`config.mk`:
```
export PLATFORM = sky130hd
export DESIGN_NAME = line_beat_serializer
export DESIGN_NICKNAME = d
export VERILOG_FILES = /design/src/rtl/line_beat_serializer_pkg.sv /design/src/rtl/line_beat_serializer_beat_counter.sv /design/src/rtl/line_beat_serializer.sv
export SDC_FILE = /design/constraint.sdc
export NUM_CORES = 1
export LEC_CHECK = 0
export CAP_MARGIN = 15
export CORE_UTILIZATION = 40
export DETAILED_ROUTE_END_ITERATION = 6
export PLACE_DENSITY_LB_ADDON = 0.2
export SLEW_MARGIN = 0
export SYNTH_ARGS = -nofsm -noshare
export SYNTH_HDL_FRONTEND = slang
export SYNTH_SLANG_ARGS = --single-unit
```
`constraint.sdc`:
```
create_clock -name i_clk -period 2.6 [get_ports i_clk]
set_input_delay 0.78 -clock i_clk [delete_from_list [all_inputs] [get_ports i_clk]]
set_output_delay 0.78 -clock i_clk [all_outputs]
set_load 0.05 [all_outputs]
```
`src/rtl/line_beat_serializer_pkg.sv`:
```
// Shared cache read-path definitions for the line-to-beat serializer:
// default geometry, derived-constant helpers and the FSM state type.
package line_beat_serializer_pkg;

    localparam int LINELEN_DEF = 512;
    localparam int BEATLEN_DEF = 64;
    localparam int PA_BITS_DEF = 34;

    typedef enum logic {IDLE, SEND} statetype;

    function automatic int calcBpl(input int lineLen, input int beatLen);
        return lineLen / beatLen;
    endfunction

    // A one-beat line still needs a one-bit counter so the port never collapses to zero width.
    function automatic int calcLogBpl(input int lineLen, input int beatLen);
        return (lineLen / beatLen > 1) ? $clog2(lineLen / beatLen) : 1;
    endfunction

    function automatic int calcLogBeatBytes(input int beatLen);
        return $clog2(beatLen / 8);
    endfunction

    function automatic int calcLogLineBytes(input int lineLen);
        return $clog2(lineLen / 8);
    endfunction

    localparam int BPL          = calcBpl(LINELEN_DEF, BEATLEN_DEF);
    localparam int LOGBPL       = calcLogBpl(LINELEN_DEF, BEATLEN_DEF);
    localparam int LOGBEATBYTES = calcLogBeatBytes(BEATLEN_DEF);
    localparam int LOGLINEBYTES = calcLogLineBytes(LINELEN_DEF);

endpackage

```
`src/rtl/line_beat_serializer_beat_counter.sv`:
```
// Beat index counter: synchronous reset and clear, count enable, and a
// terminal flag when the index reaches the last beat of the line.
module beat_counter #(
    parameter int WIDTH = 3,
    parameter int LAST  = 7
) (
    input  logic             i_clk,
    input  logic             i_reset,
    input  logic             i_clear,
    input  logic             i_enable,
    output logic [WIDTH-1:0] o_count,
    output logic             o_terminal
);

    logic [WIDTH-1:0] r_count;

    // Clear outranks enable so the last-beat handshake rewinds instead of overflowing.
    always_ff @(posedge i_clk) begin
        if (i_reset || i_clear) begin
            r_count <= '0;
        end else if (i_enable) begin
            r_count <= r_count + WIDTH'(1);
        end
    end

    assign o_count    = r_count;
    assign o_terminal = (r_count == WIDTH'(LAST));

endmodule

```
`src/rtl/line_beat_serializer.sv`:
```
// Holds one cache line from the way-select OR stage and streams it out as
// little-endian bus beats with a valid/ready handshake.
module line_beat_serializer
    import line_beat_serializer_pkg::*;
#(
    parameter int LINELEN = LINELEN_DEF,
    parameter int BEATLEN = BEATLEN_DEF,
    parameter int PA_BITS = PA_BITS_DEF,
    localparam int LOGBPL = calcLogBpl(LINELEN, BEATLEN)
) (
    input  logic               i_clk,
    input  logic               i_reset,
    input  logic               i_flush,
    input  logic               i_lineValid,
    output logic               o_lineReady,
    input  logic [LINELEN-1:0] i_lineData,
    input  logic [PA_BITS-1:0] i_lineAdr,
    output logic               o_beatValid,
    input  logic               i_beatReady,
    output logic [BEATLEN-1:0] o_beatData,
    output logic [PA_BITS-1:0] o_beatAdr,
    output logic [LOGBPL-1:0]  o_beatCount,
    output logic               o_beatLast,
    output logic               o_busy
);

    localparam int LAST_BEAT    = calcBpl(LINELEN, BEATLEN) - 1;
    localparam int LOG_BEAT_BYT = calcLogBeatBytes(BEATLEN);
    localparam int LOG_LINE_BYT = calcLogLineBytes(LINELEN);
    localparam logic [PA_BITS-1:0] ADR_MASK =
        ~((PA_BITS'(1) << LOG_LINE_BYT) - PA_BITS'(1));

    statetype           r_state;
    logic               r_beatValid;
    logic [LINELEN-1:0] r_lineData;
    logic [PA_BITS-1:0] r_lineAdr;

    logic [LOGBPL-1:0]  w_beatCount;
    logic               w_terminal;
    logic               w_handshake;
    logic               w_lastDone;
    logic               w_lineReady;
    logic               w_capture;

    assign w_handshake = r_beatValid & i_beatReady;
    assign w_lastDone  = w_handshake & w_terminal;
    // Accepting in the last-beat handshake cycle is what removes the bubble between lines.
    assign w_lineReady = ~i_flush & ((r_state == IDLE) | ((r_state == SEND) & w_lastDone));
    assign w_capture   = w_lineReady & i_lineValid;

    beat_counter #(
        .WIDTH (LOGBPL),
        .LAST  (LAST_BEAT)
    ) u_beatCounter (
        .i_clk      (i_clk),
        .i_reset    (i_reset),
        .i_clear    (i_flush | w_lastDone),
        .i_enable   (w_handshake),
        .o_count    (w_beatCount),
        .o_terminal (w_terminal)
    );

    always_ff @(posedge i_clk) begin
        if (i_reset || i_flush) begin
            r_state     <= IDLE;
            r_beatValid <= 1'b0;
            r_lineData  <= '0;
            r_lineAdr   <= '0;
        end else begin
            case (r_state)
                IDLE: begin
                    if (w_capture) begin
                        r_lineData  <= i_lineData;
                        r_lineAdr   <= i_lineAdr & ADR_MASK;
                        r_state     <= SEND;
                        r_beatValid <= 1'b1;
                    end
                end
                SEND: begin
                    if (w_capture) begin
                        r_lineData <= i_lineData;
                        r_lineAdr  <= i_lineAdr & ADR_MASK;
                    end else if (w_lastDone) begin
                        r_state     <= IDLE;
                        r_beatValid <= 1'b0;
                    end
                end
                default: begin
                    r_state     <= IDLE;
                    r_beatValid <= 1'b0;
                end
            endcase
        end
    end

    assign o_lineReady = w_lineReady;
    assign o_beatValid = r_beatValid;
    assign o_beatData  = r_lineData[int'(w_beatCount) * BEATLEN +: BEATLEN];
    assign o_beatAdr   = r_lineAdr | (PA_BITS'(w_beatCount) << LOG_BEAT_BYT);
    assign o_beatCount = w_beatCount;
    assign o_beatLast  = r_beatValid & w_terminal;
    assign o_busy      = (r_state == SEND);

endmodule

```
Word level (Yosys, flattened, before mapping). Cells that the tools add are included.

Eq/ne operators: 4. Bitwise operators: 11. Reductions and logical operators: 3. Add/sub/neg operators: 1. Shift operators: 1. Mux-type cells: 10.

Operator list (count): two-way mux 512 bit (1); variable part select 512 x 10 -> 64 bit (1); two-way mux 34 bit (1); OR 34 x 6 -> 34 bit (1); AND 1 bit (6); two-way mux 1 bit (6); inequality test 2 bit, second input constant (2); one-hot mux 1 bit (2 select lines) (2); adder 3 x 1 -> 3 bit, second input constant (1); == test 3 bit, second input constant (1); AND reduction 3 bit (1); logical OR 1 bit (2); inequality test 2 x 1 -> 1 bit, second input constant (1); NOT 1 bit (2); OR 1 bit (2).

Output and inout port bits: 105. Flip-flop bits (word level): 551. Word-level logic and storage cells: 35.

Depth between registers and ports, before layout. Gate-level depths: netlist (run 1).

Depth in word-level cells: 8. Depth in mapped cells: 8. Depth with buffers taken out: 5.

Cells and area by module. From an unflattened synthesis (run 1), not the netlist that was laid out.

Cells, all modules: 2600. Area, all modules: 25300.5 um2.

By module, submodules not included: line_beat_serializer (times used 1, sequential area each 10850.4 um2, area an instance 25166.6 um2, cells each 2589); beat_counter (times used 1, sequential area each 60.1 um2, area an instance 133.9 um2, cells each 11).

Worst setup path after synthesis (run 1). OpenSTA, ideal clock, no wires.

Path type: register to output. Start: register u_beatCounter.r_count[0], in the netlist u_beatCounter.o_count[0]. End: output o_beatData[0]. Setup slack: -0.263 ns. Cell stages (with the launch flop): 6. Arrival: 2.083 ns. Buffers on the path: 3. Data required time: 1.820 ns. Path through: dfxtp_1 clkbuf_1 buf_6 buf_6 mux4_2 mux2_2.

Longest elaborated chain between the ends: 1.

RTL lines: start: declaration (RTL line line_beat_serializer_beat_counter.sv:15) `logic [WIDTH-1:0] r_count;`; start signal: assignment (RTL line line_beat_serializer_beat_counter.sv:22) `r_count <= r_count + WIDTH'(1);`; variable part select 512 x 10 -> 64 bit (RTL line line_beat_serializer.sv:98) `assign o_beatData = r_lineData[int'(w_beatCount) * BEATLEN +: BEATLEN];`; end: declaration (RTL line line_beat_serializer.sv:20) `output logic [BEATLEN-1:0] o_beatData,`.

No other way between the ends.

Final worst setup path (run 1).
Start: register u_beatCounter.r_count[0], in the netlist u_beatCounter.o_count[0]. End: output o_beatData[8].

The elaborated chain is that of the path after synthesis.

==> flow_summary.ini, run 1 <==
[outcome]
status = finished, violations left
violations = setup timing

[floorplanning]
core_area_um2 = 62100
std_cell_rows = 91
pin_count = 656
die_area_um2 = 64300
die_y_um = 254
die_w_um = 254
start_util = 0.408

[synth]
synth_ff_type = dfxtp_1
synthArstFlopShare = 0
synth_edf_count = 0
ys_warn_count = 0
synthesis.area_um2 = 25300
synth_cells = 2604
ys_seq_area_frac = 0.431
yosys-top-cells-area = dfxtp_1 43%, mux2i_1 21%, nand2_1 16%
avgSynthCellArea_um2 = 9.72
synth_area_leader_cell = dfxtp_1
synth_cell_type_count = 23
synth_seq_cells = 545
yosys.area.top_type_share = 0.431

[clocking]
h-tree-depth = 2
holdBufCountCts = 0
clk_path_buf_depth = 3
cts_tree = built
path_clk_slew_ns = 0.06
cts_root_buf = clkbuf_16
clk-insertion-delay-late_ns = 0.61
cts_buffers = 58
cts_sinks = 545

[timing]
relSlewSlack = 0.654
tightest_slew_ns = 0.518
max_freq_mhz = 316
final_max_slew_viol_count = 0
fin_crit_ns = 3.16
fin_crit_sh = 1.22
setup_slack_ns = -0.564
rsz0062_at_grt = true
setup_viol = 66
finalHoldViolCount = 0
fin_worst_skew_ns = 0.0137

[setup_path]
r2r.worst_path.cells = 11
r2r_setup_slack_ns = 0.20
crit_top_cell = buf_6
endpoint = o_beatData[8]
crit_fanout = 7
timing.rr.start = u_beatCounter.o_count[0]
crit_buf_inv = 4
critPathRequiredTime_ns = 1.82
critical-path-max-stage-delay_ns = 0.53
path_depth = 6
worstSetupPathType = register to output pin
rr_endpoint = r_lineData[203]
startpoint_type = register
critPathLaunch = u_beatCounter.o_count[0]
slowest_stage = mux4_2
critPathArrivalTime_ns = 2.38
critical-path-top-delay-family = multiplexers
cp-end-kind = output pin
crit_chain = buf_6 -> buf_16 -> buf_12 -> mux4_2 -> mux2_4 -> buf_6

[power_and_ir_drop]
powerDensity_nw_per_um2 = 548
p_leak_uw = 0.0132
fin_total_pwr_uw = 19700
ir_drop_v = 0.000520

[global_routing]
grt_usage = 0.235
grt_overflow = 0
grt_max_degree = 60
gr-usage-met2 = 0.402
grt.met1_usage = 0.291
grt_pass1_vias = 21300
grt_first_pass_wirelength_mm = 118
antenna_found_initial = 8
grt.met3_usage = 0.0379
busiest_layer = met2

[flow_run]
maxCapViolations = 0

[route]
drtIter0Drc = 1003
via_per_inst = 4.99
drc_errors = 0
routed-via-count = 20500
ant_nets = 0
drt_first_pass_iters = 5
routed_wl_mm = 77.9
post_drt_wl_per_cell_um = 18.9

[min_path]
hp-class = register to register
hold_path_depth = 2

[cells_and_area]
final_cell_mix = 1084 x nand2_1, 570 x clkdlybuf4s50_1, 542 x dfxtp_1, 541 x mux2i_1, 128 x mux4_2
fillers = 5237
layout.cells.most_common = nand2_1
drive_above_1_share = 0.156
instances_no_fill = 4120
area_delta_synth_final_pct = 41.8
fin_nets = 3779
postLayoutCellArea_um2 = 35900

[place]
gp_congestion = 0.854
dp_cells = 3986
io_buffers = 646
dp_hpwl_mm = 57.3
dpl-instance-area_um2 = 33300
## worst min-delay path: stages, from the launching register on
cell and delay (ns):
dfxtp_1 0.31, nand2_1 0.05, mux2i_1 0.05
## per-layer routing
metal	routed length, um	share of wire	up-vias
met5	0	0	-
met4	3030	0.039	0
met3	3900	0.050	144
met2	38100	0.49	554
met1	32900	0.42	9852
li1	-	-	9990
## cell families (layout without fill, tap and decap cells)
family,count (synthesis),count (layout),share of synthesized area
adder cells (fa/ha/maj),2,2,0.000989
multiplexers,733,733,0.356
flip-flops,545,545,0.431
AND/OR/NAND/NOR,1094,1094,0.163
other,1,13,0.000148
AO/OA/AOI/OAI,7,7,0.00138
buffers and inverters,222,889,0.0464
## final cells by class
cell class,instances,area (um^2),share of cell area
inverters,1,3.75,0.000105
repair buffers,781,8390,0.234
well taps,837,1050,0.0292
flip-flops and latches,545,10900,0.304
multi-input cells,1839,13500,0.376
clock inverters,22,223,0.00621
clock buffers,85,1760,0.0490
diodes,10,25.0,0.000697
## synth_stat cells, types with 2 or more instances
cell type,number
buf_4,56
dfxtp_1,545
mux4_2,128
ha_1,2
mux2_2,64
buf_1,21
buf_6,11
nand2_1,1084
clkbuf_1,95
mux2i_1,541
buf_2,38
a21oi_1,7
nand4b_1,2
## per-stage QoR
| stage | hold slack, ns | TNS, ns | utilization | setup slack (ns) |
|---|---|---|---|---|
| 3_5_place_dp | 0.444 | -14.95 | 0.536 | -0.118 |
| 4_1_cts | 0.454 | -36.89 | 0.576 | -0.629 |
| 2_1_floorplan | 0.432 | -0.298 | - | -0.0149 |
| 5_1_grt | 0.467 | -37.99 | 0.578 | -0.633 |
| 3_3_place_gp | 0.439 | -6.31 | 0.536 | -0.0670 |
| 6_report | 0.455 | -33.06 | 0.578 | -0.564 |
## state kept, by name, indices dropped and copies added, names as in the netlist
name,flops
r_lineAdr,28
u_beatCounter.o_count,3
o_beatValid,1
o_busy,1
r_lineData,512
## power by group
group	switching (uW)	internal, uW	leakage (uW)	total (uW)
Combinational	1090	1380	0.00776	2470
Clock	3480	5060	0.000984	8540
Sequential	106	8540	0.00442	8650
## timing repair
item	CTS	global route
pin swaps	1	1
setup buffers	7	4
endpoints found under the hold margin	0	0
setup endpoints to repair	67	69
resized for setup	92	9
gates cloned	3	3
## how the worst min path moves through the flow
stage	start	endpoint	slack [ns]
finish	r_lineData[471]	r_lineData[471]	0.45
global route	r_lineData[179]	r_lineData[179]	0.47
CTS	r_lineData[179]	r_lineData[179]	0.45
detailed placement	r_lineData[49]	r_lineData[49]	0.44
global placement	r_lineData[395]	r_lineData[395]	0.44
floorplan	r_lineData[128]	r_lineData[128]	0.43
(Power assumes the default switching activity.)
==> inputs of run 2 (changes only) <==
--- a/config.mk
+++ b/config.mk
@@ -6,6 +6,7 @@
 export NUM_CORES = 1
 export LEC_CHECK = 0
 export CAP_MARGIN = 15
+export CORE_MARGIN = 2
 export CORE_UTILIZATION = 40
 export DETAILED_ROUTE_END_ITERATION = 6
 export PLACE_DENSITY_LB_ADDON = 0.2
==> flow_summary.ini, run 2 (synthesis gave the netlist of run 1 again) <==
[cells_and_area]
area_delta_synth_final_pct = 41.7
regMostFlops = r_lineData
layout.cells.most_common = nand2_1
drive_above_1_share = 0.150
largest_register_ff_count = 512
fin_nets = 3759
register_area_um2 = 10900
multi_input_area_um2 = 13500
fillers = 5332
final_cell_mix = 1084 x nand2_1, 567 x clkdlybuf4s50_1, 542 x dfxtp_1, 541 x mux2i_1, 128 x mux4_2
postLayoutCellArea_um2 = 35900

[setup_path]
critPathArrivalTime_ns = 2.37
path_depth = 5
slowest_stage = mux4_2
critPathRequiredTime_ns = 1.82
rr_endpoint = r_lineData[211]
worstSetupPathType = register to output pin
crit_buf_inv = 3
critical-path-max-stage-delay_ns = 0.54
crit_fanout = 9
cp-end-kind = output pin
crit_top_cell = buf_12
timing.rr.start = u_beatCounter.o_count[0]
r2r.worst_path.cells = 10
crit_chain = buf_12 -> buf_12 -> mux4_2 -> mux2_4 -> buf_6
startpoint_type = register
critical-path-top-delay-family = multiplexers
r2r_setup_slack_ns = 0.20

[clocking]
path_clk_slew_ns = 0.06
cts_root_buf = clkbuf_16
clk-insertion-delay-late_ns = 0.60
cts_tree = built
cts_buffers = 58
h-tree-depth = 2
holdBufCountCts = 0
clk_path_buf_depth = 3
cts_sinks = 545

[place]
gp_congestion = 0.886
io_buffers = 646
dpl-instance-area_um2 = 33200
dp_hpwl_mm = 57.2

[route]
routed-via-count = 20300
ant_nets = 0
drt_first_pass_iters = 5
via_per_inst = 4.95
drtIter0Drc = 1163
post_drt_wl_per_cell_um = 18.9
routed_wl_mm = 77.4
drc_errors = 0

[timing]
tightest_slew_ns = 0.540
fin_setup_tns_ns = -32.81
final_max_slew_viol_count = 0
setup_slack_ns = -0.549
fin_crit_ns = 3.15
rsz0062_at_grt = true
setup_viol = 66
finalHoldViolCount = 0
max_freq_mhz = 318
fin_crit_sh = 1.21
fin_worst_skew_ns = 0.0158
relSlewSlack = 0.640

[global_routing]
grt_pass1_vias = 21200
grt_usage = 0.230
antenna_found_initial = 5
grt_max_degree = 91
grt_overflow = 0
grt_first_pass_wirelength_mm = 119

[power_and_ir_drop]
ir_drop_v = 0.000484
fin_total_pwr_uw = 19800
p_leak_uw = 0.0132
powerDensity_nw_per_um2 = 553

[floorplanning]
die_w_um = 256
core_area_um2 = 62900
die_area_um2 = 65300
start_util = 0.403
std_cell_rows = 92
die_y_um = 256
pin_count = 656

[outcome]
violations = setup timing
status = finished, violations left

[min_path]
hold_path_startpoint = r_lineData[406]
hold_path_depth = 2
holdPathEnd = r_lineData[406]
hp-class = register to register

[flow_run]
maxCapViolations = 0
-- run 2: worst max path at each step --
stage                             start               to
2_1_floorplan  u_beatCounter.o_count[0]    o_beatData[0]
3_3_place_gp                i_beatReady  r_lineData[433]
3_5_place_dp                i_beatReady  r_lineData[211]
4_1_cts        u_beatCounter.o_count[0]   o_beatData[32]
5_1_grt        u_beatCounter.o_count[0]   o_beatData[24]
6_report       u_beatCounter.o_count[0]   o_beatData[52]
-- run 2: layout make-up --
class	instances	share of cell area
Clock inverter	12	0.00394
Antenna cell	4	0.000279
Sequential cell	545	0.305
Timing Repair Buffer	761	0.233
Clock buffer	95	0.0534
Inverter	1	0.000105
Tap cell	846	0.0295
Multi-Input combinational cell	1839	0.376
-- run 2: per-stage QoR --
| step | hold WS [ns] | worst slack [ns] | cells | utilization |
|---|---|---|---|---|
| finish | 0.454 | -0.549 | 4103 | 0.570 |
| global route | 0.464 | -0.631 | 4102 | 0.570 |
| CTS | 0.457 | -0.609 | 4096 | 0.568 |
| detailed placement | 0.443 | -0.114 | 3982 | 0.529 |
| global placement | 0.439 | -0.0467 | 3982 | 0.529 |
| floorplan | 0.432 | -0.0149 | 2606 | - |
-- run 2: timing repair --
item / CTS / global route
setup endpoints to repair: 69 / 71
buffers inserted: 4 / 0
cloned: 3 / 3
gates resized for setup: 80 / 27
pin swaps: 1 / 0
-- run 2: worst register-to-register path, stage by stage, from the launching register on --
cell and delay, ns:
dfxtp_4 0.38, buf_4 0.14, buf_16 0.12, ha_1 0.15
ha_2 0.19, nand3_2 0.11, buf_4 0.18, a21oi_4 0.23
buf_12 0.28, buf_12 0.27, mux2i_1 0.27
-- run 2: per-layer routing --
layer / track usage / up-vias / part of all wire
li1: - / 9936 / -
met1: 0.289 / 9760 / 0.43
met2: 0.400 / 506 / 0.50
met3: 0.0387 / 117 / 0.045
met4: 0.0736 / 2 / 0.028
met5: 0 / - / 0.00022
-- run 2: power breakdown --
group / internal, uW / leakage (uW) / total, uW / switching (uW)
sequential: 8540 / 0.00442 / 8640 / 102
clock: 5290 / 0.00102 / 8730 / 3450
combinational: 1370 / 0.00772 / 2450 / 1080
total: 15200 / 0.0132 / 19800 / 4630
